[src/rtl/sram_fifo_ctrl.sv]
// FIFO controller that queues words in an external single-port SRAM with 1-cycle read latency.
// Optional almost_full flag is built in when SRAM_FIFO_CTRL_ALMOST_EN is defined.
module sram_fifo_ctrl #(
  parameter int DW     = 8,
  parameter int AW     = 4,
  parameter int AF_LVL = 14
) (
  input  logic          clk,
  input  logic          rst_n,
  input  logic          push_valid,
  input  logic [DW-1:0] push_data,
  output logic          push_ready,
  input  logic          pop_req,
  output logic          pop_valid,
  output logic [DW-1:0] pop_data,
  output logic          full,
  output logic          empty,
  output logic [AW:0]   count,
`ifdef SRAM_FIFO_CTRL_ALMOST_EN
  output logic          almost_full,
`endif
  output logic [AW-1:0] sram_addr,
  output logic          sram_wr_en,
  output logic          sram_rd_en,
  output logic [DW-1:0] sram_din,
  input  logic [DW-1:0] sram_dout
);

  // Handshakes: a push transfers when push_valid && push_ready in the same
  // cycle; a pop is granted when pop_req && !empty, and its word appears one
  // cycle later with pop_valid=1. A pop grant takes the SRAM port and stalls push.

  localparam logic [AW:0] DEPTH = {1'b1, {AW{1'b0}}};

  logic [AW-1:0] wptr, rptr;
  logic [AW:0]   count_next;
  logic          rd_go, wr_go;

  assign empty      = (count == '0);
  assign full       = (count == DEPTH);
  assign rd_go      = pop_req && !empty;
  assign push_ready = !full && !rd_go;
  assign wr_go      = push_valid && push_ready;
  assign pop_data   = sram_dout;

  always_comb begin
    sram_wr_en = 1'b0;
    sram_rd_en = 1'b0;
    sram_addr  = rptr;
    sram_din   = push_data;
    count_next = count;
    if (rd_go) begin
      sram_rd_en = 1'b1;
      count_next = count - 1'b1;
    end else if (wr_go) begin
      sram_wr_en = 1'b1;
      sram_addr  = wptr;
      count_next = count + 1'b1;
    end
  end

  always_ff @(posedge clk or negedge rst_n) begin
    if (!rst_n) begin
      wptr      <= '0;
      rptr      <= '0;
      count     <= '0;
      pop_valid <= 1'b0;
    end else begin
      pop_valid <= rd_go;
      count     <= count_next;
      if (rd_go) rptr <= rptr + 1'b1;
      if (wr_go) wptr <= wptr + 1'b1;
    end
  end

`ifdef SRAM_FIFO_CTRL_ALMOST_EN
  // Registered from the next count so the flag lines up with count itself.
  always_ff @(posedge clk or negedge rst_n) begin
    if (!rst_n) almost_full <= 1'b0;
    else        almost_full <= (count_next >= (AW+1)'(AF_LVL));
  end
`endif

endmodule

[config.mk]
export PLATFORM = sky130hd
export DESIGN_NAME = sram_fifo_ctrl
export DESIGN_NICKNAME = d
export VERILOG_FILES = /design/src/rtl/sram_fifo_ctrl.sv
export SDC_FILE = /design/constraint.sdc
export NUM_CORES = 1
export LEC_CHECK = 0
export BUFFER_PORTS_ARGS = -buffer_cell sky130_fd_sc_hd__buf_2
export CORE_UTILIZATION = 32
export CTS_CLUSTER_SIZE = 12
export DETAILED_ROUTE_END_ITERATION = 7
export SLEW_MARGIN = 5
export SYNTH_ARGS = -nofsm -noshare
export SYNTH_HDL_FRONTEND = slang
export SYNTH_SLANG_ARGS = --single-unit
export TNS_END_PERCENT = 30
[constraint.sdc]
create_clock -name clk -period 5.2 [get_ports clk]
set_clock_uncertainty 0.05 [all_clocks]
set_input_delay 0.52 -clock clk [delete_from_list [all_inputs] [get_ports clk]]
set_output_delay 0.52 -clock clk [all_outputs]
set_load 0.02 [all_outputs]
---- Word-level counts from Yosys, hierarchy flattened ----
Index checks and enable logic that the tools add are counted.
operators by class
  add/subtract/negate cells ............... 4
  multiplexer cells ....................... 7
  equality and inequality tests ........... 1
  reductions and logical operators ........ 8
operators with widths
  kind                                                                number
  5-bit two-way mux                                                   2
  4-bit by 1-bit adder with 4-bit output, second input constant       2
  4-bit two-way mux                                                   2
  5-bit by 1-bit adder with 5-bit output, second input constant       1
  5-bit == test, second input constant                                1
  5-bit zero test                                                     1
  5-bit by 1-bit subtractor with 5-bit output, second input constant  1
  1-bit logical AND                                                   3
  1-bit zero test                                                     3
  1-bit two-way mux                                                   3
  2-bit nonzero test                                                  1
storage, ports and cells
  bits of input ports ..................... 20
  register bits ........................... 14

---- Depth between registers and ports, before layout ----
  depth after elaboration ................. 8
  mapped depth ............................ 9
  depth with buffers taken out ............ 9

---- Worst setup path before layout ----
OpenSTA, ideal clock, no wires.
  kind .................................... register -> register
  from .................................... reg count[1]
  to ...................................... reg count[4]
  required time ........................... 5.024 ns
  cell stages (with the launch flop) ...... 10
  arrival time ............................ 2.626 ns
  slack ................................... 2.398 ns
  library setup time ...................... 0.126 ns
  period minus slack after synthesis ...... 2.802 ns
  cells stage by stage .................... dfrtp_1 or4_4 o21ai_4 inv_2 ha_1 nor2b_1 o31a_1 xnor2_1 nor2_1 a311o_1
between the ends
  longest elaborated chain between the ends .. 7
  elaborated cells between the ends (all ways) .. 13
  those cells by class .................... 2 x add/sub; 1 x eq/ne; 2 x mux; 8 x reduce/logical
RTL lines
  what                                                                            line  RTL
  start: declaration                                                              18    output logic [AW:0] count,
  start signal: assignment                                                        70    count <= count_next;
  branches (longest 7 deep; another with 5-bit by 1-bit adder with 5-bit output)  n/a
Several ways; the timed one is not identified. The select of a mux whose other input is x is not followed.
A chain may end at the register's enable or synchronous reset.

---- Final worst setup path ----
Same ends and word-level chain as after synthesis.

==> impl_metrics.csv <==
group,metric,value,unit
power_and_ir_drop,pwr-share-clk,0.124,
timing,timing.fmax,0.355,GHz
grt,first_global_vias,644,
synth,ys_ff_latch,14,
die,die-area,3220,µm²
drt,vias,655,
power_and_ir_drop,worst_ir_drop_vdd,0.000281,V
finish,fin_nets,132,
die,die_w,56.7,µm
cts,htreeDepth,1,
power_and_ir_drop,powerDensity,677,nW/µm²
synth,async_reset_ff_frac,1.00,
synth,synthCells,100,
power_and_ir_drop,power.total,0.672,mW
drt,dr.pass1.iters,6,
run,cap_violations,0,
drt,antenna_left,0,
synth,ys_warn_count,0,
power_and_ir_drop,internal_power,0.365,mW
power_and_ir_drop,p_switching,0.307,mW
drt,m1WireLength,791,µm
power_and_ir_drop,cellLeakagePower,0.503,nW
timing,max_slew_margin,0.771,
grt,grt_pass1_wl,2990,µm
synth,ys_seq_area_frac,0.366,
cts,cts.sinks,14,
cts,clockBufferDepth,2,
synth,postSynthAreaPerCell,9.58,µm²
run_status,status,"finished, violations left",
drt,drc,4,
critical_path,setup.worst_path.start_class,"register",
cts,clkSlewWorstSetupHoldPaths,100,ps
die,core,2810,µm²
die,die_y,56.7,µm
cts,post_cts_resized,0,
timing,finalSetupViolations,0,
timing,hold_viol,0,
critical_path,worstPathRequired,5340,ps
grt,antenna_found_initial,0,
drt,routed-wl-met3,165,µm
synth,yosys.area.top_type,"dfrtp_1",
timing,finalCritPeriodShare,0.542,
drt,post_drt_via_cell_ratio,4.82,
critical_path,worstPathMaxFanout,8,
timing,worst_slew_pin_slew,344,ps
drt,detail_route.wirelength,1730,µm
min_path,min_path_type,"input pin to asynchronous set/reset pin",
placed_design,dp_hpwl,1290,µm
grt,grt_max_degree,15,
cts,cts_tree,"built",
timing,fin_setup_tns,0,ps
synth,synth_top_area_share,0.366,
finish,num_antenna_cells,0,
run_status,violations,"design-rule violations",
placed_design,io_buffers,18,
synth,synth_enable_flop_cells,0,
die,start_util,0.342,
finish,postLayoutCoreUtil,0.354,
drt,top_layer,"met4",
power_and_ir_drop,p_seq_frac,0.355,
synth,synth_fp_nets,126,
power_and_ir_drop,switching_share,0.456,
grt,track_usage,0.125,
finish,syn_to_final_growth,3.66,%
critical_path,cp.arrival,2960,ps
timing,maxSlewViolCount,0,
timing,period_minus_slack,2820,ps
synth,yosysMostFrequentCell,"nand2_1",
cts,cts_root_buf,"clkbuf_4",
synth,ys_types,28,
synth,yosys-top-cells-count,"23 x nand2_1, 16 x buf_4, 14 x dfrtp_1",
finish,fillers,294,
cts,cts_buffers,3,
cts,cts_setup_buffers,0,
grt,gr-total-overflow,0,
critical_path,end_kind,"register",
synth,synth.area.top_cells,"dfrtp_1 37%, buf_4 13%, xnor2_1 9.1%",
die,ioPinCount,51,
synth,synthesis.area,958,µm²
timing,rsz0062_at_grt,"no",
synth,synth_ff_type,"dfrtp_1",
die,fp-row-count,19,
cts,worst_skew_pair.late_latency,290,ps
finish,drive_gt1_frac,0.286,
drt,wl_per_cell,12.7,µm
placed_design,place_congestion,0.798,
drt,drt_iter0_drc,18,
critical_path,crit_type,"register to register",
drt,met2_wirelength,697,µm
cts,cts_hold_buffers,0,
power_and_ir_drop,combinationalPowerShare,0.521,
## cells in the final DEF (no fill, tap or decap), types with 2 or more instances in the layout
master     n
dfrtp_1   14
xnor2_1   10
inv_1      5
ha_1       5
nand2_2    2
clkbuf_4   3
nor2_1     3
a22o_1     3
nand2_1   23
buf_2     18
## registers in the layout, indices dropped and copies added, names as in the netlist
signal and cells:
count 5, wptr 4, rptr 4, pop_valid 1
## final cells by class
class                   count  area [µm²]  share of cell area
inverters                   7        28.8              0.0290
multi-input cells          62         449               0.452
flip-flops and latches     14         350               0.353
clock buffers               4        36.3              0.0365
repair buffers             18        90.1              0.0907
well taps                  31        38.8              0.0390
## metrics by stage
stage	instances	hold WS, ps	setup WS [ps]	cell area (µm²)
after floorplan	100	174	2400	958
after global placement	132	388	2470	957
after detailed placement	132	393	2380	957
after CTS	136	73.2	2370	993
after global routing	136	95.0	2220	993
final	136	61.7	2380	993
## kinds of logic (layout without fill, tap and decap cells)
| group | Yosys count | count (layout) | share of synthesized area |
|---|---|---|---|
| xor gates and xnor gates | 10 | 10 | 0.0914 |
| adders and majority gates | 6 | 6 | 0.0862 |
| and+or+nand+nor | 34 | 34 | 0.181 |
| buffers and inverters | 24 | 29 | 0.166 |
| AOI/OAI and AO/OA | 11 | 11 | 0.0992 |
| DFF | 14 | 14 | 0.366 |
| muxes | 1 | 1 | 0.0104 |
## metal layers
| metal | global-route usage | up-vias |
|---|---|---|
| met5 | 0 | - |
| met4 | 0.0821 | 0 |
| met3 | 0.0415 | 16 |
| met2 | 0.180 | 22 |
| met1 | 0.157 | 296 |
| li1 | - | 321 |
## worst max-delay path, stage by stage (launching register included)
cell	delay (ps)
dfrtp_1	480
or4_4	590
o21ai_4	220
inv_2	120
ha_1	330
nor2b_1	150
o31a_1	270
xnor2_1	140
nor2_1	50
a311o_1	310
## path summary, 6_finish.rpt
path | start | end | slack (ps) | depth (start not counted)
worst max register to register | count[1]$_DFFE_PN0P_ | count[4]$_DFFE_PN0P_ | 2380 | 9
max in group asynchronous | rst_n | wptr[0]$_DFFE_PN0N_ | 4780 | 1
worst min register to register | rptr[3]$_DFFE_PN0P_ | rptr[3]$_DFFE_PN0P_ | 430 | 1
min in group clk | rptr[3]$_DFFE_PN0P_ | rptr[3]$_DFFE_PN0P_ | 430 | 1
worst min-delay path | rst_n | rptr[3]$_DFFE_PN0P_ | 60 | 1
worst max-delay path | count[1]$_DFFE_PN0P_ | count[4]$_DFFE_PN0P_ | 2380 | 9
## power groups by stage
stage          Sequential, mW  Combinational, mW  Clock, mW
2_1_floorplan           0.247              0.274          0
3_3_place_gp            0.238              0.349          0
3_5_place_dp            0.240              0.353          0
4_1_cts                 0.239              0.354     0.0844
5_1_grt                 0.251              0.391     0.0885
6_report                0.238              0.350     0.0834
No activity file was read; power rests on OpenSTA's default activity.
